===== src/rtl/bcd_addsub_serial_if.sv =====
// Handshake bundle for the digit-serial BCD adder/subtractor.
// The producer/consumer side uses master; the arithmetic block uses slave.
interface bcd_addsub_serial_if #(
    parameter int DIGITS = 4
);
    logic                  in_valid;
    logic                  in_ready;
    logic                  in_sub;
    logic [4*DIGITS-1:0]   in_a;
    logic [4*DIGITS-1:0]   in_b;
    logic                  out_valid;
    logic                  out_ready;
    logic [4*DIGITS-1:0]   out_sum;
    logic                  out_cout;
    logic                  out_err;

    modport master (
        output in_valid, in_sub, in_a, in_b, out_ready,
        input  in_ready, out_valid, out_sum, out_cout, out_err
    );

    modport slave (
        input  in_valid, in_sub, in_a, in_b, out_ready,
        output in_ready, out_valid, out_sum, out_cout, out_err
    );
endinterface


===== src/rtl/bcd_addsub_serial.sv =====
// Digit-serial packed-BCD adder/subtractor, one digit per clock, LSD first.
// Optional invalid-digit check is enabled by defining BCD_INPUT_CHECK_EN.
module bcd_addsub_serial #(
    parameter int DIGITS = 4
) (
    input  logic                  clk,
    input  logic                  rst_n,
    bcd_addsub_serial_if.slave    bus
);
    localparam int W     = 4 * DIGITS;
    localparam int IDX_W = (DIGITS > 1) ? $clog2(DIGITS) : 1;

    typedef enum logic [1:0] {IDLE, CALC, DONE} state_e;

    state_e             state_q, state_d;
    logic [W-1:0]       a_q, a_d, b_q, b_d;
    logic [W-1:0]       sum_q, sum_d;
    logic [IDX_W-1:0]   idx_q, idx_d;
    logic               sub_q, sub_d;
    logic               carry_q, carry_d;
    logic               cout_q, cout_d;

    logic [3:0]         a_dig, b_dig, b_eff, dig;
    logic [4:0]         t, t_adj;
    logic               dig_carry;
    logic               accept;

    assign accept = (state_q == IDLE) && bus.in_valid;

    always_comb begin
        state_d = state_q;
        a_d     = a_q;
        b_d     = b_q;
        sub_d   = sub_q;
        idx_d   = idx_q;
        carry_d = carry_q;
        sum_d   = sum_q;
        cout_d  = cout_q;

        // Single shared digit cell: select digit idx, nine's complement B when subtracting.
        a_dig = 4'd0;
        b_dig = 4'd0;
        for (int i = 0; i < DIGITS; i++) begin
            if (idx_q == IDX_W'(i)) begin
                a_dig = a_q[4*i +: 4];
                b_dig = b_q[4*i +: 4];
            end
        end
        b_eff = sub_q ? (4'd9 - b_dig) : b_dig;
        t     = {1'b0, a_dig} + {1'b0, b_eff} + {4'd0, carry_q};
        t_adj = t - 5'd10;
        if (t > 5'd9) begin
            dig       = t_adj[3:0];
            dig_carry = 1'b1;
        end else begin
            dig       = t[3:0];
            dig_carry = 1'b0;
        end

        case (state_q)
            IDLE: begin
                if (accept) begin
                    a_d     = bus.in_a;
                    b_d     = bus.in_b;
                    sub_d   = bus.in_sub;
                    idx_d   = '0;
                    carry_d = bus.in_sub;
                    state_d = CALC;
                end
            end
            CALC: begin
                for (int i = 0; i < DIGITS; i++) begin
                    if (idx_q == IDX_W'(i)) sum_d[4*i +: 4] = dig;
                end
                carry_d = dig_carry;
                if (idx_q == IDX_W'(DIGITS - 1)) begin
                    cout_d  = sub_q ? ~dig_carry : dig_carry;
                    state_d = DONE;
                end else begin
                    idx_d = idx_q + 1'b1;
                end
            end
            DONE: begin
                if (bus.out_ready) state_d = IDLE;
            end
            default: state_d = IDLE;
        endcase
    end

    always_ff @(posedge clk) begin
        if (!rst_n) begin
            state_q <= IDLE;
            sum_q   <= '0;
            cout_q  <= 1'b0;
            idx_q   <= '0;
            sub_q   <= 1'b0;
            carry_q <= 1'b0;
        end else begin
            state_q <= state_d;
            sum_q   <= sum_d;
            cout_q  <= cout_d;
            idx_q   <= idx_d;
            sub_q   <= sub_d;
            carry_q <= carry_d;
        end
    end

    // NOTE: operand registers are always written at acceptance before use, so they carry no reset.
    always_ff @(posedge clk) begin
        a_q <= a_d;
        b_q <= b_d;
    end

`ifdef BCD_INPUT_CHECK_EN
    logic err_q, err_d;

    function automatic logic has_bad_digit(input logic [W-1:0] v);
        logic bad;
        bad = 1'b0;
        for (int i = 0; i < DIGITS; i++) begin
            if (v[4*i +: 4] > 4'd9) bad = 1'b1;
        end
        return bad;
    endfunction

    always_comb begin
        err_d = err_q;
        if (accept) err_d = has_bad_digit(bus.in_a) | has_bad_digit(bus.in_b);
    end

    always_ff @(posedge clk) begin
        if (!rst_n) err_q <= 1'b0;
        else        err_q <= err_d;
    end

    assign bus.out_err = err_q;
`else
    assign bus.out_err = 1'b0;
`endif

    assign bus.in_ready  = rst_n && (state_q == IDLE);
    assign bus.out_valid = (state_q == DONE);
    assign bus.out_sum   = sum_q;
    assign bus.out_cout  = cout_q;
endmodule

===== src/flat_wrapper.sv =====
// flat-port wrapper written by rule: the top's interface ports become plain ports
module bcd_addsub_serial_flat 
#(
    parameter int DIGITS = 4
)
  (clk, rst_n, bus_in_valid, bus_in_sub, bus_in_a, bus_in_b, bus_out_ready, bus_in_ready, bus_out_valid, bus_out_sum, bus_out_cout, bus_out_err);
  bcd_addsub_serial_if #(.DIGITS(DIGITS)) bus_i ();
  input  logic clk;
  input  logic rst_n;
  input wire logic [$bits(bus_i.in_valid)-1:0] bus_in_valid;
  input wire logic [$bits(bus_i.in_sub)-1:0] bus_in_sub;
  input wire logic [$bits(bus_i.in_a)-1:0] bus_in_a;
  input wire logic [$bits(bus_i.in_b)-1:0] bus_in_b;
  input wire logic [$bits(bus_i.out_ready)-1:0] bus_out_ready;
  output wire logic [$bits(bus_i.in_ready)-1:0] bus_in_ready;
  output wire logic [$bits(bus_i.out_valid)-1:0] bus_out_valid;
  output wire logic [$bits(bus_i.out_sum)-1:0] bus_out_sum;
  output wire logic [$bits(bus_i.out_cout)-1:0] bus_out_cout;
  output wire logic [$bits(bus_i.out_err)-1:0] bus_out_err;
  assign bus_i.in_valid = bus_in_valid;
  assign bus_i.in_sub = bus_in_sub;
  assign bus_i.in_a = bus_in_a;
  assign bus_i.in_b = bus_in_b;
  assign bus_i.out_ready = bus_out_ready;
  assign bus_in_ready = bus_i.in_ready;
  assign bus_out_valid = bus_i.out_valid;
  assign bus_out_sum = bus_i.out_sum;
  assign bus_out_cout = bus_i.out_cout;
  assign bus_out_err = bus_i.out_err;
  bcd_addsub_serial #(.DIGITS(DIGITS)) u_core (.clk(clk), .rst_n(rst_n), .bus(bus_i));
endmodule

===== config.mk =====
export PLATFORM = sky130hd
export DESIGN_NAME = bcd_addsub_serial_flat
export DESIGN_NICKNAME = d
export VERILOG_FILES = /design/src/rtl/bcd_addsub_serial_if.sv /design/src/rtl/bcd_addsub_serial.sv /design/src/flat_wrapper.sv
export SDC_FILE = /design/constraint.sdc
export NUM_CORES = 1
export LEC_CHECK = 0
export BUFFER_PORTS_ARGS = -buffer_cell sky130_fd_sc_hd__buf_2
export CORE_MARGIN = 2
export CORE_UTILIZATION = 45
export DETAILED_ROUTE_END_ITERATION = 7
export GPL_ROUTABILITY_DRIVEN = 1
export GPL_TIMING_DRIVEN = 1
export PLACE_DENSITY_LB_ADDON = 0.2
export SETUP_SLACK_MARGIN = 0.4
export SYNTH_ARGS = -nofsm -noshare
export SYNTH_HDL_FRONTEND = slang
export SYNTH_SLANG_ARGS = --single-unit

===== constraint.sdc =====
create_clock -name clk -period 5.3 [get_ports clk]
set_clock_uncertainty 0.1 [all_clocks]
set_input_delay 0.265 -clock clk [delete_from_list [all_inputs] [get_ports clk]]
set_output_delay 0.265 -clock clk [all_outputs]
set_load 0.02 [all_outputs]

==> results of run 1 <==
## cells in the mapped netlist (2+ instances only)
master,count
edfxtp_1,32
dfxtp_1,23
a21oi_1,19
nor2_1,16
nand2_1,14
clkbuf_1,13
o21ai_0,11
ha_1,9
inv_1,9
nor2b_1,6
a211oi_1,5
a22oi_1,5
and2_1,5
nand3_1,5
a221oi_1,4
a32oi_1,4
a41oi_1,4
and3_2,4
mux2i_1,4
nand3b_1,4
nor3_1,4
o31ai_1,4
o31ai_2,4
a21o_1,2
a21o_2,2
and3b_1,2
fa_1,2
or3_1,2
xor2_1,2
## through the flow
stage / worst slack [ns] / util [%]
floorplan: 1.44 / -
global placement: 1.08 / 52.9
detailed placement: 0.863 / 52.9
CTS: 0.827 / 54.6
global route: 0.445 / 55.9
finish: 0.800 / 55.9
## cell type report
cell class | count | area [um2] | share of cell area (%)
clock buffer | 5 | 68.8 | 2.21
clock inverter | 3 | 28.8 | 0.924
inverter | 10 | 37.5 | 1.20
multi-input combinational | 156 | 1120 | 35.8
sequential | 55 | 1420 | 45.6
tap | 72 | 90.1 | 2.89
timing repair buffer | 63 | 353 | 11.3
## power groups by stage
| stage | clock, mW | combinational [mW] | sequential [mW] |
|---|---|---|---|
| after global placement | 0 | 0.330 | 0.505 |
| after floorplan | 0 | 0.252 | 0.513 |
| after CTS | 0.256 | 0.336 | 0.495 |
| final | 0.248 | 0.339 | 0.495 |
| after global routing | 0.277 | 0.376 | 0.498 |
| after detailed placement | 0 | 0.334 | 0.505 |
## cells by family after synthesis
| group | count (synthesis) |
|---|---|
| compound gates | 72 |
| xor+xnor | 3 |
| fa+ha+maj | 11 |
| buf+inv | 25 |
| flops | 55 |
| mux | 6 |
| other cells | 1 |
| simple gates | 63 |
## state kept, by name (all words and copies together), names as in the netlist
signal               cells
u_core.b_q              16
u_core.idx_q             2
u_core.sub_q             1
u_core.bus.out_cout      1
u_core.state_q           2
u_core.bus.out_sum      16
u_core.a_q              16
u_core.carry_q           1
## critical path: stages (launching register included)
cell      delay, ns
dfxtp_1        0.39
inv_1          0.09
ha_1           0.33
nor2b_1        0.46
a221oi_1       0.14
nor3_1         0.16
a21oi_1        0.07
xor2_1         0.21
fa_1           0.21
inv_1          0.05
fa_1           0.76
inv_1          0.16
ha_1           0.27
a22oi_4        0.27
a31oi_4        0.15
mux2_4         0.36
o31ai_2        0.21
## layer usage
| layer | part of all wire (%) | global-route usage (%) | wire length [um] |
|---|---|---|---|
| met1 | 43 | 23.1 | 2300 |
| met4 | 2.4 | 6.27 | 129 |
| met2 | 49 | 30.0 | 2580 |
| met3 | 5.6 | 3.93 | 297 |
| met5 | 0 | 0 | 0 |
## what timing repair did
action / 4_1_cts / 5_1_grt
endpoints found under the hold margin: 0 / 7
endpoints found under the setup margin: 0 / 0
hold buffers: 0 / 7
setup buffers: 0 / 0
## path summary, 6_finish.rpt
path / cells after the start / endpoint
setup / recovery: 16 / u_core.bus.out_sum[14]$_SDFFE_PN0P_
hold / removal: 1 / u_core.a_q[1]$_DFFE_PP_
setup reg to reg: 16 / u_core.bus.out_sum[14]$_SDFFE_PN0P_
hold reg to reg: 2 / u_core.bus.out_sum[2]$_SDFFE_PN0P_
==> results.toml, run 1 <==
[synth]
synthSimpleGateAreaFrac_pct = 12.5
yosys-top-cells-area = "edfxtp_1 37%, dfxtp_1 17%, ha_1 4.3%"
synth_ff_type = "edfxtp_1"
synth_area_leader_cell = "edfxtp_1"
synthCells = 236
yosysWarnings = 0
syn-num-nets = 284
ys_ff_latch = 55
synth_compound_area_share_pct = 20.4
seq_area_frac_synth_pct = 54.0
synthMuxAreaShare_pct = 2.52
synth_xor_area_share_pct = 0.998
ys_async_sr_fraction_pct = 0
synth_edf_count = 32
ys_types = 45
synth_top_cell_area_share_pct = 36.5
synthAdderAreaFrac_pct = 5.80
synth_top_family_by_area = "compound AO/OA/AOI/OAI gates"
syn-cell-area_um2 = 2630
avgSynthCellArea_um2 = 11.2

[sta]
fin_crit_ns = 4.50
min_period_over_period_pct = 84.9
setup_violations = 0
maxSlewViolCount = 0
timing.final.hold_violations = 0
tns_ns = 0
maxSlewHeadroom_pct = 52.6
worst_hold_slack_ns = 0.0165
rsz0062_at_grt = "false"
fmax_mhz = 222
worst-slew-pin-transition_ns = 0.712

[global_routing]
track_usage_pct = 18.0
antenna_found_initial = 0
first_global_vias = 1916
grt_max_degree = 34
grt_pass1_wl_um = 8990
grt_overflow = 0

[routing]
drt_drc_violations_left = 0
first_pass_iters = 5
routedWlPerCell_um = 14.6
avgViaCountPerCell = 5.45
drt-initial-drc-count = 178
ant_nets = 0
wl_um = 5310
vias = 1982

[clock_network]
cts_resized = 0
root_buffer = "clkbuf_8"
worstSkewPairLatency_ns = 0.32
cts_tree = "built"
numCtsBuffers = 5
clk_pin_slew_ns = 0.11
cts.sinks = 55
h-tree-depth = 2
cts_buffer_depth = 2

[placed_design]
dp_hpwl_um = 3960
placed_area_um2 = 2950
placed_cells = 349
gp_congestion = 0.845
port-buffer-count = 55

[setup_path]
crit_path_start = "u_core.idx_q[1]$_SDFFE_PN0P_"
worst_setup_path_end_kind = "flop"
reg2reg_from = "u_core.idx_q[1]$_SDFFE_PN0P_"
critPathMaxFanout = 14
rrSetupSlack_ns = 0.80
critPathLaunchType = "flop"
cp.required_ns = 5.42
critical_path_arrival_ns = 4.62
worstSetupPathType = "flop to flop"

[floorplan]
die_h_um = 80.5
dieArea_um2 = 6480
rows = 27
core_area_um2 = 5570
start_util_pct = 47.2
num_io_pins = 57
die_w_um = 80.5

[power_and_ir_drop]
powerDensity_nw_per_um2 = 347
p_leak_nw = 1.28
p_int_mw = 0.715
clock_power_share_pct = 22.9
p_seq_share_pct = 45.7
swShare_pct = 34.0
vdd_drop_max_uv = 193
pwr-share-comb_pct = 31.4
p_total_mw = 1.08
p_sw_mw = 0.368

[cells_and_area]
fin_nets = 339
finalInstanceArea_um2 = 3120
syn_to_final_growth_pct = 18.3
num-fill-cells = 507
instances_no_fill = 364
final_common_cell = "buf_2"
final_cell_mix = "55 x buf_2, 32 x edfxtp_1, 23 x dfxtp_1, 19 x a21oi_1, 15 x nor2_1"
antenna_cells = 0
drive_gt1_share_pct = 28.4

[worst_hold_path]
hold_path.startpoint = "bus_in_a[1]"
hold_class = "input port to flop"

[outcome]
outcome = "complete, no violations"

[flow_run]
maxCapViolCount = 0
Note: power is estimated with default switching activity, not from simulation.
==> run 2: changes to the inputs <==
==> constraint.sdc (replaced) <==
create_clock -name clk -period 4 [get_ports clk]
set_clock_uncertainty 0.1 [all_clocks]
set_input_delay 0.2 -clock clk [delete_from_list [all_inputs] [get_ports clk]]
set_output_delay 0.2 -clock clk [all_outputs]
set_load 0.02 [all_outputs]
==> run 2 against run 1 <==
  * Setup slack got worse by 0.31 ns
  * Worst hold slack improved by 0.026 ns
  * Sequential power is 33% higher
  * Flip-flop and latch count unchanged
  * Core utilization rose by 10 points
  * Global-route usage increased by 2.2 points
  * First-iteration DRC count decreased by 38%
  * Total power increased by 52%
  * Sequential share of layout area shrank 6.8 points
  * Largest power group unchanged
==> results.toml, run 2 (synthesis results as in run 1) <==
[cells_and_area]
drive_gt1_share_pct = 37.5
num-fill-cells = 441
antenna_cells = 0
final_cell_mix = "55 x buf_2, 32 x dlygate4sd3_1, 32 x edfxtp_1, 21 x dfxtp_1, 17 x a21oi_1"
syn_to_final_growth_pct = 39.7
final_common_cell = "buf_2"
instances_no_fill = 405
fin_nets = 380

[power_and_ir_drop]
powerDensity_nw_per_um2 = 448
p_leak_nw = 1.50
vdd_drop_max_uv = 288

[setup_path]
cp_common_cell = "mux2i_1"
rrSetupSlack_ns = 0.50
worstPathCellList = "inv_4 -> ha_4 -> buf_8 -> and3b_1 -> a21oi_2 -> o21ai_1 -> mux2i_1 -> ha_1 -> inv_1 -> mux2i_1 -> ha_2 -> a21o_2 -> or3_4 -> a31oi_4 -> mux2_4 -> o31ai_4"
worst_setup_path_end_kind = "flop"
critPathBufInv = 3
cp.required_ns = 4.13
cp_slowest_stage_delay_ns = 0.40
critPathMaxFanout = 6
critPathLaunchType = "flop"
critical_path_arrival_ns = 3.63
critical_path.top_delay_family = "adder cells"
worstSetupPathType = "flop to flop"
slowest_stage = "or3_4"

[clock_network]
clk_pin_slew_ns = 0.10
cts.sinks = 55
root_buffer = "clkbuf_8"
cts_tree = "built"
h-tree-depth = 2
numCtsBuffers = 5
worstSkewPairLatency_ns = 0.31
cts_buffer_depth = 2

[outcome]
outcome = "complete, no violations"

[floorplan]
start_util_pct = 47.2
dieArea_um2 = 6480
die_w_um = 80.5
die_h_um = 80.5
core_area_um2 = 5570
num_io_pins = 57
rows = 27

[placed_design]
port-buffer-count = 55
gp_congestion = 0.878
placed_cells = 355
dp_hpwl_um = 3910

[sta]
min_period_over_period_pct = 87.6
worst_hold_slack_ns = 0.0426
setup_violations = 0
maxSlewViolCount = 0
fin_crit_ns = 3.50
maxSlewHeadroom_pct = 64.6
tns_ns = 0
rsz0062_at_grt = "true"
fmax_mhz = 285
timing.final.hold_violations = 0
worst-slew-pin-transition_ns = 0.530

[routing]
avgViaCountPerCell = 5.27
wl_um = 6140
routedWlPerCell_um = 15.2
drt-initial-drc-count = 111
vias = 2136
drt_drc_violations_left = 0
ant_nets = 0
first_pass_iters = 4

[global_routing]
grt_overflow = 0
grt_pass1_wl_um = 9870
first_global_vias = 2113
antenna_found_initial = 0
grt_max_degree = 34
track_usage_pct = 20.2

[worst_hold_path]
hold_class = "input port to flop"

[flow_run]
maxCapViolCount = 0
==> run 2: repair_timing <==
action / CTS / global route
setup buffers: 8 / 2
hold buffers: 32 / 0
gates resized for setup: 12 / 16
endpoints found under the setup margin: 10 / 13
hold endpoints to repair: 32 / 0
pin swaps: 7 / 9
==> run 2: cell type report <==
type | instances | area [um2] | share of cell area [%]
Sequential cell | 55 | 1430 | 38.8
Multi-Input combinational cell | 156 | 1250 | 34.0
Timing Repair Buffer | 104 | 747 | 20.3
Tap cell | 72 | 90.1 | 2.45
Clock buffer | 5 | 68.8 | 1.87
Clock inverter | 3 | 47.5 | 1.29
Inverter | 10 | 45.0 | 1.22
==> run 2: worst paths after layout <==
path | depth (start not counted) | startpoint | to
min reg2reg | 2 | u_core.bus.out_sum[2]$_SDFFE_PN0P_ | u_core.bus.out_sum[2]$_SDFFE_PN0P_
max | 16 | u_core.idx_q[1]$_SDFFE_PN0P_ | u_core.bus.out_sum[14]$_SDFFE_PN0P_
max reg2reg | 16 | u_core.idx_q[1]$_SDFFE_PN0P_ | u_core.bus.out_sum[14]$_SDFFE_PN0P_
min | 3 | bus_out_ready | u_core.state_q[1]$_SDFFE_PN0P_
==> run 2: power breakdown <==
group	total, mW	switching [mW]	internal [mW]	leakage (nW)
clock	0.376	0.186	0.190	0.0587
sequential	0.657	0.0202	0.637	0.493
combinational	0.616	0.323	0.293	0.948
==> run 2: routing by layer <==
metal / track usage, % / part of all wire, % / up-vias
met2: 37.4 / 52 / 64
met4: 7.29 / 1.8 / 0
met1: 22.7 / 42 / 989
met5: 0 / 0 / -
met3: 4.04 / 4.3 / 12
li1: - / - / 1071
==> run 2: stage by stage <==
step	util, %	area (um2)	setup slack (ns)	total power [mW]
after CTS	64.6	3600	0.413	1.62
after floorplan	-	2680	0.399	1.04
after global routing	66.0	3680	0.292	1.74
final	66.0	3680	0.495	1.65
after detailed placement	54.5	3040	0.168	1.16
after global placement	54.5	3040	0.267	1.15
==> run 2: worst register-to-register path: stages (launching register included) <==
cell and delay, ns:
dfxtp_4 0.37, inv_4 0.08, ha_4 0.17, buf_8 0.12, and3b_1 0.18, a21oi_2 0.11
o21ai_1 0.08, mux2i_1 0.21, ha_1 0.26, inv_1 0.05, mux2i_1 0.06, ha_2 0.33
a21o_2 0.22, or3_4 0.40, a31oi_4 0.16, mux2_4 0.36, o31ai_4 0.17
